## src/rtl/cpu_ctrl_pkg.sv

```systemverilog
// rtl/cpu_ctrl_pkg.sv - shared constants for the microcoded control sequencer
//
// Purpose: control-word bit indices and masks, opcode values, the fetch
// microwords and the sequencer state type.
// Ports: none (package).

package cpu_ctrl_pkg;

    // Control-word bit positions, MSB to LSB.
    localparam int CTRL_HLT = 15;
    localparam int CTRL_MI  = 14;
    localparam int CTRL_RI  = 13;
    localparam int CTRL_RO  = 12;
    localparam int CTRL_IO  = 11;
    localparam int CTRL_II  = 10;
    localparam int CTRL_AI  = 9;
    localparam int CTRL_AO  = 8;
    localparam int CTRL_EO  = 7;
    localparam int CTRL_SU  = 6;
    localparam int CTRL_BI  = 5;
    localparam int CTRL_OI  = 4;
    localparam int CTRL_CE  = 3;
    localparam int CTRL_CO  = 2;
    localparam int CTRL_J   = 1;
    localparam int CTRL_FI  = 0;

    // One-hot masks for building microwords.
    localparam logic [15:0] M_HLT = 16'(1) << CTRL_HLT;
    localparam logic [15:0] M_MI  = 16'(1) << CTRL_MI;
    localparam logic [15:0] M_RI  = 16'(1) << CTRL_RI;
    localparam logic [15:0] M_RO  = 16'(1) << CTRL_RO;
    localparam logic [15:0] M_IO  = 16'(1) << CTRL_IO;
    localparam logic [15:0] M_II  = 16'(1) << CTRL_II;
    localparam logic [15:0] M_AI  = 16'(1) << CTRL_AI;
    localparam logic [15:0] M_AO  = 16'(1) << CTRL_AO;
    localparam logic [15:0] M_EO  = 16'(1) << CTRL_EO;
    localparam logic [15:0] M_SU  = 16'(1) << CTRL_SU;
    localparam logic [15:0] M_BI  = 16'(1) << CTRL_BI;
    localparam logic [15:0] M_OI  = 16'(1) << CTRL_OI;
    localparam logic [15:0] M_CE  = 16'(1) << CTRL_CE;
    localparam logic [15:0] M_CO  = 16'(1) << CTRL_CO;
    localparam logic [15:0] M_J   = 16'(1) << CTRL_J;
    localparam logic [15:0] M_FI  = 16'(1) << CTRL_FI;

    // Opcodes (upper nibble of the instruction register).
    localparam logic [3:0] OP_NOP = 4'h0;
    localparam logic [3:0] OP_LDA = 4'h1;
    localparam logic [3:0] OP_ADD = 4'h2;
    localparam logic [3:0] OP_SUB = 4'h3;
    localparam logic [3:0] OP_STA = 4'h4;
    localparam logic [3:0] OP_LDI = 4'h5;
    localparam logic [3:0] OP_JMP = 4'h6;
    localparam logic [3:0] OP_JC  = 4'h7;
    localparam logic [3:0] OP_JZ  = 4'h8;
    localparam logic [3:0] OP_OUT = 4'hE;
    localparam logic [3:0] OP_HLT = 4'hF;

    // Fetch microwords shared by every opcode.
    localparam logic [15:0] UW_FETCH_T0 = M_CO | M_MI;
    localparam logic [15:0] UW_FETCH_T1 = M_RO | M_II | M_CE;

    typedef enum logic {
        SEQ_RUN  = 1'b0,
        SEQ_HALT = 1'b1
    } seq_state_t;

endpackage

```

## src/rtl/control_sequencer_if.sv

```systemverilog
// rtl/control_sequencer_if.sv - decode inputs and control outputs of the sequencer
//
// Purpose: bundles the instruction/flag inputs and control-word outputs.
// master: the sequencer (consumes opcode/flags, drives ctrl/step/halted).
// slave : the datapath side (drives opcode/flags, consumes ctrl/step/halted).

interface control_sequencer_if;
    logic [3:0]  opcode;
    logic        carry_flag;
    logic        zero_flag;
    logic [15:0] ctrl;
    logic [2:0]  step;
    logic        halted;

    modport master (
        input  opcode, carry_flag, zero_flag,
        output ctrl, step, halted
    );

    modport slave (
        output opcode, carry_flag, zero_flag,
        input  ctrl, step, halted
    );
endinterface

```

## src/rtl/microcode_rom.sv

```systemverilog
// rtl/microcode_rom.sv - combinational microcode table
//
// Purpose: maps (opcode, step, flags) to the microword for that T-state and
// the index of the opcode's last active step.
// Ports:
//   i_opcode     in  4  current opcode (only used from T2 on)
//   i_step       in  3  current T-state
//   i_carry_flag in  1  carry flag for JC
//   i_zero_flag  in  1  zero flag for JZ
//   o_uword      out 16 microword for this step
//   o_last_step  out 3  last active step; the step after it is T0

module microcode_rom
    import cpu_ctrl_pkg::*;
(
    input  logic [3:0]  i_opcode,
    input  logic [2:0]  i_step,
    input  logic        i_carry_flag,
    input  logic        i_zero_flag,
    output logic [15:0] o_uword,
    output logic [2:0]  o_last_step
);

    // Opcodes with no execute work (and not-taken jumps) still spend an idle T2,
    // so the shortest instruction ends at step 2.
    always_comb begin
        o_last_step = 3'd2;
        case (i_opcode)
            OP_LDA, OP_STA: o_last_step = 3'd3;
            OP_ADD, OP_SUB: o_last_step = 3'd4;
            default:        o_last_step = 3'd2;
        endcase
    end

    always_comb begin
        o_uword = '0;
        case (i_step)
            3'd0: o_uword = UW_FETCH_T0;
            3'd1: o_uword = UW_FETCH_T1;
            3'd2: begin
                case (i_opcode)
                    OP_LDA, OP_ADD,
                    OP_SUB, OP_STA: o_uword = M_IO | M_MI;
                    OP_LDI:         o_uword = M_IO | M_AI;
                    OP_JMP:         o_uword = M_IO | M_J;
                    OP_JC:          o_uword = i_carry_flag ? (M_IO | M_J) : '0;
                    OP_JZ:          o_uword = i_zero_flag  ? (M_IO | M_J) : '0;
                    OP_OUT:         o_uword = M_AO | M_OI;
                    OP_HLT:         o_uword = M_HLT;
                    default:        o_uword = '0;
                endcase
            end
            3'd3: begin
                case (i_opcode)
                    OP_LDA:         o_uword = M_RO | M_AI;
                    OP_ADD, OP_SUB: o_uword = M_RO | M_BI;
                    OP_STA:         o_uword = M_AO | M_RI;
                    default:        o_uword = '0;
                endcase
            end
            3'd4: begin
                case (i_opcode)
                    OP_ADD:  o_uword = M_EO | M_AI | M_FI;
                    OP_SUB:  o_uword = M_EO | M_AI | M_FI | M_SU;
                    default: o_uword = '0;
                endcase
            end
            default: o_uword = '0;
        endcase
    end

endmodule

```

## src/rtl/control_sequencer.sv

```systemverilog
// rtl/control_sequencer.sv - T-state counter, halt logic and reset masking
//
// Purpose: steps through fetch/execute T-states, stops on HLT, and drives the
// control word onto the shared bus control lines.
// Ports:
//   STEPS   param    T-states per instruction slot (5..8)
//   i_clk   in  1    system clock, rising edge
//   i_rst   in  1    synchronous active-high reset
//   bus     master   opcode/flags in; ctrl/step/halted out

module control_sequencer
    import cpu_ctrl_pkg::*;
#(
    parameter int STEPS = 5
)
(
    input  logic                 i_clk,
    input  logic                 i_rst,
    control_sequencer_if.master  bus
);

    localparam logic [2:0] LAST_SLOT = 3'(STEPS - 1);

    seq_state_t  r_state;
    seq_state_t  w_state_nxt;
    logic [2:0]  r_step;
    logic [2:0]  w_step_nxt;
    logic [15:0] w_uword;
    logic [2:0]  w_last_step;

    microcode_rom u_rom (
        .i_opcode     (bus.opcode),
        .i_step       (r_step),
        .i_carry_flag (bus.carry_flag),
        .i_zero_flag  (bus.zero_flag),
        .o_uword      (w_uword),
        .o_last_step  (w_last_step)
    );

    always_ff @(posedge i_clk) begin
        if (i_rst) begin
            r_state <= SEQ_RUN;
            r_step  <= 3'd0;
        end else begin
            r_state <= w_state_nxt;
            r_step  <= w_step_nxt;
        end
    end

    // HLT is recognised from the decoded microword so the halt point always
    // coincides with the cycle that actually asserts HLT; the step freezes there.
    always_comb begin
        w_state_nxt = r_state;
        w_step_nxt  = r_step;
        case (r_state)
            SEQ_RUN: begin
                if (w_uword[CTRL_HLT]) begin
                    w_state_nxt = SEQ_HALT;
                end else if (r_step == w_last_step || r_step == LAST_SLOT) begin
                    w_step_nxt = 3'd0;
                end else begin
                    w_step_nxt = r_step + 3'd1;
                end
            end
            SEQ_HALT: begin
                w_state_nxt = SEQ_HALT;
            end
            default: begin
                w_state_nxt = SEQ_RUN;
                w_step_nxt  = 3'd0;
            end
        endcase
    end

    // Reset masks the whole word so no endpoint acts during the reset edge.
    always_comb begin
        bus.ctrl = '0;
        if (!i_rst) begin
            bus.ctrl = (r_state == SEQ_HALT) ? M_HLT : w_uword;
        end
    end

    assign bus.step   = r_step;
    assign bus.halted = (r_state == SEQ_HALT);

endmodule

```

## src/flat_wrapper.sv

```systemverilog
// flat-port wrapper written by rule: the top's interface ports become plain ports
module control_sequencer_flat import cpu_ctrl_pkg::*;
#(
    parameter int STEPS = 5
)
  (i_clk, i_rst, bus_opcode, bus_carry_flag, bus_zero_flag, bus_ctrl, bus_step, bus_halted);
  control_sequencer_if bus_i ();
  input  logic i_clk;
  input  logic i_rst;
  input wire logic [$bits(bus_i.opcode)-1:0] bus_opcode;
  input wire logic [$bits(bus_i.carry_flag)-1:0] bus_carry_flag;
  input wire logic [$bits(bus_i.zero_flag)-1:0] bus_zero_flag;
  output wire logic [$bits(bus_i.ctrl)-1:0] bus_ctrl;
  output wire logic [$bits(bus_i.step)-1:0] bus_step;
  output wire logic [$bits(bus_i.halted)-1:0] bus_halted;
  assign bus_i.opcode = bus_opcode;
  assign bus_i.carry_flag = bus_carry_flag;
  assign bus_i.zero_flag = bus_zero_flag;
  assign bus_ctrl = bus_i.ctrl;
  assign bus_step = bus_i.step;
  assign bus_halted = bus_i.halted;
  control_sequencer #(.STEPS(STEPS)) u_core (.i_clk(i_clk), .i_rst(i_rst), .bus(bus_i));
endmodule
```

## config.mk

```make
export PLATFORM = sky130hd
export DESIGN_NAME = control_sequencer_flat
export DESIGN_NICKNAME = d
export VERILOG_FILES = /design/src/rtl/cpu_ctrl_pkg.sv /design/src/rtl/control_sequencer_if.sv /design/src/rtl/microcode_rom.sv /design/src/rtl/control_sequencer.sv /design/src/flat_wrapper.sv
export SDC_FILE = /design/constraint.sdc
export NUM_CORES = 1
export LEC_CHECK = 0
export BUFFER_PORTS_ARGS = -buffer_cell sky130_fd_sc_hd__buf_2
export CAP_MARGIN = 20
export CORE_AREA = 2 2 39 41
export CTS_BUF_LIST = sky130_fd_sc_hd__clkbuf_8
export CTS_CLUSTER_DIAMETER = 120
export CTS_CLUSTER_SIZE = 8
export DETAILED_ROUTE_END_ITERATION = 8
export DIE_AREA = 0 0 41 43
export GPL_ROUTABILITY_DRIVEN = 0
export PLACE_DENSITY = 0.8
export SLEW_MARGIN = 15
export SYNTH_ARGS = -nofsm -noshare
export SYNTH_HDL_FRONTEND = slang
export SYNTH_SLANG_ARGS = --single-unit
```

## constraint.sdc

```tcl
create_clock -name i_clk -period 3.1 [get_ports i_clk]
set_input_delay 0.62 -clock i_clk [delete_from_list [all_inputs] [get_ports i_clk]]
set_output_delay 0.62 -clock i_clk [all_outputs]
set_load 0.02 [all_outputs]
```

==> impl_metrics.json, run 1 <==
{
  "cts_tree": "done",
  "synth_top_cell_by_area": "dfxtp_1",
  "grt_pass1_vias": 529,
  "worstRegToRegCells": 6,
  "path_class": "reg -> out",
  "fp.dieH_um": 43,
  "drv_slew": 0,
  "peakVddDrop_v": 0.0003707,
  "postLayoutCoreUtil_pct": 55.79,
  "critPathRequiredTime_ns": 2.48,
  "fin_crit_ns": 2.487,
  "setup_viol": 0,
  "wl_per_cell_um": 11.87,
  "clock_sinks": 4,
  "numCtsBuffers": 3,
  "yosysTopAreaCellShare_pct": 12.83,
  "clock_skew_ns": 0.002950,
  "yosysUniqueCellTypes": 38,
  "fmax_mhz": 402.1,
  "nets": 119,
  "firstDrtPassIters": 4,
  "p_leak_uw": 0.0003663,
  "status": "completed",
  "arrival_ns": 1.87,
  "ant_nets": 0,
  "r2r_end": "u_core.bus.step[0]",
  "area_growth_pct": 23.65,
  "end_kind": "output port",
  "ff2ff_setup_slack_ns": 1.54,
  "crit_fanout": 8,
  "drc": 0,
  "placed_cells": 117,
  "syn_avg_cell_area_um2": 7.708,
  "clkTransAtPathRegs_ns": 0.03,
  "cts.repair.resized": 0,
  "rsz0062_at_grt": "false",
  "cts_buffer_depth": 2,
  "clockRootBuffer": "clkbuf_8",
  "routed_wl_um": 1424,
  "cap_viol_max_count": 0,
  "timing.rr.start": "u_core.bus.step[0]",
  "worst_hold_startpoint": "u_core.bus.step[1]",
  "grt_pass1_wl_um": 2221,
  "holdPathEnd": "u_core.bus.step[1]",
  "clkLatencyLatePin_ns": 0.22,
  "hpwl_um": 1100,
  "postCtsSetupBuffers": 0,
  "syn_nets": 94,
  "grt_overflow": 0,
  "placed_area_um2": 730.7,
  "stdcell_area_um2": 772.0,
  "holdPathStages": 1,
  "core_mm2": 0.001384,
  "hold_violations": 0,
  "slew_headroom_pct": 72.19,
  "initial_utilization_pct": 45.12,
  "grt_start_max_net_pins": 13,
  "die_w_um": 41,
  "synth_area_leaders": "dfxtp_1 (13%), ha_1 (10%), a21oi_1 (4.8%), nor2b_1 (4.0%), nor3_1 (4.0%)",
  "vias_per_cell": 5.400,
  "period_share_pct": 80.23,
  "drt_iter0_drc": 10,
  "drive_gt1_share_pct": 37.50,
  "tns_ns": 0,
  "syn_inst": 81,
  "netlist_area_um2": 624.3,
  "yosysWarnings": 0,
  "yosysSeqAreaShare_pct": 12.83,
  "dieArea_mm2": 0.001763,
  "ios": 28,
  "track_usage_pct": 17.69,
  "hp-class": "reg -> reg",
  "powerDensity_mw_per_mm2": 618.9,
  "tightest_slew_ns": 0.4136,
  "cp-start-kind": "register",
  "num_antenna_cells": 0,
  "n_fill_cell": 142,
  "row_count": 14,
  "synth-seq-cells": 4,
  "grt_antenna_before_repair": 0,
  "io_buffers": 27,
  "cts_max_level": 1,
  "ctsHoldBuffers": 0,
  "p_total_uw": 477.8,
  "stdcell_count": 120,
  "num_vias": 648
}
## final cells by class
class | count | area, um2 | area share [%]
multi-input cells | 66 | 480.5 | 62.24
inverters | 4 | 15.01 | 1.945
well taps | 16 | 20.02 | 2.593
repair buffers | 27 | 135.1 | 17.50
flip-flops and latches | 4 | 80.08 | 10.37
clock buffers | 3 | 41.29 | 5.348
## how the worst max path moves through the flow
stage / startpoint / endpoint / slack (ns) / cells past startpoint
after detailed placement: bus_opcode[1] / bus_ctrl[6] / 0.74 / 6
after CTS: u_core.bus.step[0] / bus_ctrl[9] / 0.60 / 6
final: u_core.bus.step[0] / bus_ctrl[9] / 0.61 / 6
after global routing: u_core.bus.step[1] / bus_ctrl[9] / 0.50 / 6
after global placement: bus_opcode[3] / bus_ctrl[9] / 0.76 / 5
after floorplan: bus_opcode[1] / bus_ctrl[6] / 0.68 / 5
## cell families after synthesis
| kind of cell | Yosys count | share of synthesized area, % |
|---|---|---|
| and+or+nand+nor | 42 | 44.09 |
| AOI/OAI and AO/OA | 16 | 18.24 |
| buffers and inverters | 11 | 10.22 |
| adders and majority gates | 5 | 10.02 |
| DFF | 4 | 12.83 |
| muxes | 2 | 3.207 |
| xor gates and xnor gates | 1 | 1.403 |
## state kept, by name, indices dropped and copies added, names as in the netlist
register,count
u_core.bus.halted,1
u_core.bus.step,3
## cells in the final DEF (no fill, tap or decap)
cell type and count:
nor2b_1 4, nor3_1 5, nor3_2 2, nor2_1 4, ha_1 5, nor2_2 1
nand3_2 1, and3_1 3, xnor2_1 1, o2bb2ai_1 1, or3_1 1, nor4_1 1
nand4_1 1, buf_2 27, nand2_1 6, inv_1 4, o31ai_1 1, or2_4 1
nand2b_1 2, and4_1 1, o21a_1 2, nand4b_1 2, o32ai_1 1, a21oi_2 2
nor2b_2 1, dfxtp_1 4, clkbuf_8 3, and3b_1 1, mux2i_1 2, a21oi_1 6
or3b_1 1, o22ai_1 1, and2_1 2, nor3b_4 1, a32o_1 1, nor4b_1 1
a311o_1 1
## worst max-delay path, stage by stage (launching register included)
cell	delay [ns]
dfxtp_1	0.46
ha_1	0.20
ha_1	0.23
mux2i_1	0.09
or3b_1	0.39
a21oi_2	0.13
buf_2	0.17
## cell usage after synthesis
cell	n
a21oi_2	2
and2_1	2
nor3_2	2
o31ai_1	1
nor2b_1	4
nor2_1	4
buf_6	1
nor4_1	1
ha_1	5
nand4b_1	2
o32ai_1	1
o2bb2ai_1	1
nand4_1	1
and4_1	1
and3_1	3
o21a_1	2
nor2b_2	1
buf_2	3
o22ai_1	1
inv_1	4
buf_4	3
or3b_1	1
nor3_1	5
nand3_2	1
a32o_1	1
mux2i_1	2
or3_1	1
a311o_1	1
and3b_1	1
nand2b_1	2
nor4b_1	1
xnor2_1	1
nor2_2	1
or2_4	1
nor3b_4	1
dfxtp_1	4
nand2_1	6
a21oi_1	6
## per-stage QoR
stage / setup slack, ns / hold slack, ns
2_1_floorplan: 0.6849 / 0.6020
3_3_place_gp: 0.7583 / 0.5445
3_5_place_dp: 0.7433 / 0.5562
4_1_cts: 0.6033 / 0.5604
5_1_grt: 0.4952 / 0.6035
6_report: 0.6129 / 0.5712
## routing by layer
metal | routed length, um | track usage [%]
met1 | 696 | 25.48
met2 | 650 | 25.62
met3 | 62 | 1.571
met4 | 14 | 8.000
met5 | 0 | 0
## report_power, final
part           internal (uW)  total, uW  switching, uW
Clock                   82.7        109           26.0
Sequential              66.3       96.5           30.2
Combinational            107        273            165
Power figures use the tool's default switching activity.
==> run 2: changes to the inputs <==
Settings changed: CORE_AREA 2 2 39 41 to not set, CORE_MARGIN set to 1.5, CORE_UTILIZATION set to 48, DIE_AREA 0 0 41 43 to not set, PLACE_DENSITY 0.8 to 0.81.
Clock period 3.1 ns to 2.53 ns, I/O delays scaled along.
==> run 2 against run 1 <==
Die area is 13% lower. Sequential share of layout area up 0.077 points. Core utilization is 12 points higher. Routed wire length rose by 4.6%. Final cell count down 0.83%. Count of clock-buffer cells in the layout stayed put. Non-clock buffer count increased by 1. Global-route usage grew 4.9 points. Critical path type unchanged. Critical path depth unchanged. Sequential power up 23%.
==> impl_metrics.json, run 2 (synthesized netlist as in run 1, its figures left out) <==
{
  "status": "completed",
  "tns_ns": 0,
  "clock_sinks": 4,
  "ios": 28,
  "num_vias": 692,
  "n_fill_cell": 93,
  "io_buffers": 27,
  "numCtsBuffers": 3,
  "p_leak_uw": 0.0003714,
  "postLayoutCoreUtil_pct": 67.32,
  "core_mm2": 0.001156,
  "firstDrtPassIters": 4,
  "die_w_um": 39.07,
  "critPathRequiredTime_ns": 2.02,
  "track_usage_pct": 22.59,
  "layout_commonest_cell": "buf_2",
  "clock_skew_ns": 0.0009845,
  "tightest_slew_ns": 0.4271,
  "ff2ff_setup_slack_ns": 0.98,
  "area_growth_pct": 24.65,
  "drt_iter0_drc": 10,
  "path_class": "reg -> out",
  "vias_per_cell": 5.815,
  "end_kind": "output port",
  "slew_headroom_pct": 71.28,
  "cts_max_level": 1,
  "arrival_ns": 1.86,
  "rsz0062_at_grt": "false",
  "hpwl_um": 1160,
  "fin_crit_ns": 2.362,
  "drv_slew": 0,
  "cts_tree": "done",
  "drc": 0,
  "num_antenna_cells": 0,
  "r2r_end": "u_core.bus.step[0]",
  "powerDensity_mw_per_mm2": 757.1,
  "ctsHoldBuffers": 0,
  "cap_viol_max_count": 0,
  "hold_violations": 0,
  "grt_start_max_net_pins": 13,
  "peakVddDrop_v": 0.0005506,
  "cp-start-kind": "register",
  "timing.rr.start": "u_core.bus.step[1]",
  "initial_utilization_pct": 54.00,
  "grt_pass1_vias": 530,
  "setup_viol": 0,
  "clockRootBuffer": "clkbuf_8",
  "largest_reg_flops": 3,
  "critPathCapture": "bus_ctrl[9]",
  "crit_fanout": 7,
  "dieArea_mm2": 0.001526,
  "critPathLaunch": "u_core.bus.step[1]",
  "wl_per_cell_um": 12.52,
  "drive_gt1_share_pct": 39.05,
  "cts.repair.resized": 0,
  "routed_wl_um": 1490,
  "clkTransAtPathRegs_ns": 0.03,
  "placed_area_um2": 735.7,
  "hp-class": "in -> reg",
  "grt_pass1_wl_um": 2359,
  "stdcell_area_um2": 778.2,
  "fp.dieH_um": 39.07,
  "ant_nets": 0,
  "nets": 120,
  "postCtsSetupBuffers": 0,
  "cts_buffer_depth": 2,
  "fmax_mhz": 423.3,
  "grt_overflow": 0,
  "period_share_pct": 93.38,
  "grt_antenna_before_repair": 0,
  "row_count": 12,
  "layout_common_cells": "buf_2 (27), a21oi_1 (6), nand2_1 (6), nor3_1 (5), ha_1 (5)",
  "clkLatencyLatePin_ns": 0.22,
  "worstRegToRegCells": 5,
  "worst_hold_startpoint": "i_rst"
}
[run 2: changes by cell type in the layout (fill, tap and decap cells not counted), sizes merged]
cell	delta
buf	+1
[run 2: critical path, cell delays in order (launching register included)]
cell and delay, ns:
dfxtp_1 0.42, ha_1 0.23, nor2b_2 0.20, mux2i_1 0.10, or3b_1 0.39, a21oi_2 0.13, buf_2 0.17
[run 2: where the power goes]
| part | total, uW | switching (uW) | internal [uW] |
|---|---|---|---|
| clock | 136 | 34.1 | 102 |
| combinational | 335 | 203 | 132 |
| sequential | 119 | 36.3 | 82.8 |
[run 2: final cells by class]
type	count	area [um2]	share of cell area [%]
inverters	4	15.01	1.929
flip-flops and latches	4	81.33	10.45
clock buffers	3	41.29	5.305
repair buffers	28	142.6	18.33
multi-input cells	66	480.5	61.74
well taps	14	17.52	2.251
[run 2: worst min path at each step]
stage | endpoint | slack, ns | depth (start not counted)
final | u_core.bus.halted | 0.55 | 2
after detailed placement | u_core.bus.step[1] | 0.55 | 1
after global placement | u_core.bus.step[1] | 0.54 | 1
after floorplan | u_core.bus.halted | 0.58 | 1
after CTS | u_core.bus.halted | 0.54 | 2
after global routing | u_core.bus.halted | 0.54 | 2
[run 2: stage by stage]
| step | worst slack [ns] | power [uW] | instances | hold WS (ns) |
|---|---|---|---|---|
| after global placement | 0.4146 | 445.9 | 116 | 0.5423 |
| final | 0.1675 | 589.2 | 119 | 0.5472 |
| after CTS | 0.1277 | 591.9 | 119 | 0.5385 |
| after floorplan | 0.2365 | 371.0 | 81 | 0.5751 |
| after detailed placement | 0.3645 | 452.2 | 116 | 0.5465 |
| after global routing | 0.03257 | 642.7 | 119 | 0.5427 |
[run 2: routing by layer]
| metal | up-vias | share of wire (%) | track usage [%] |
|---|---|---|---|
| met5 | - | 0 | 0 |
| met4 | 0 | 0 | 10.34 |
| met3 | 0 | 4.6 | 3.468 |
| met2 | 25 | 48 | 33.75 |
| met1 | 325 | 48 | 31.16 |
| li1 | 342 | - | - |
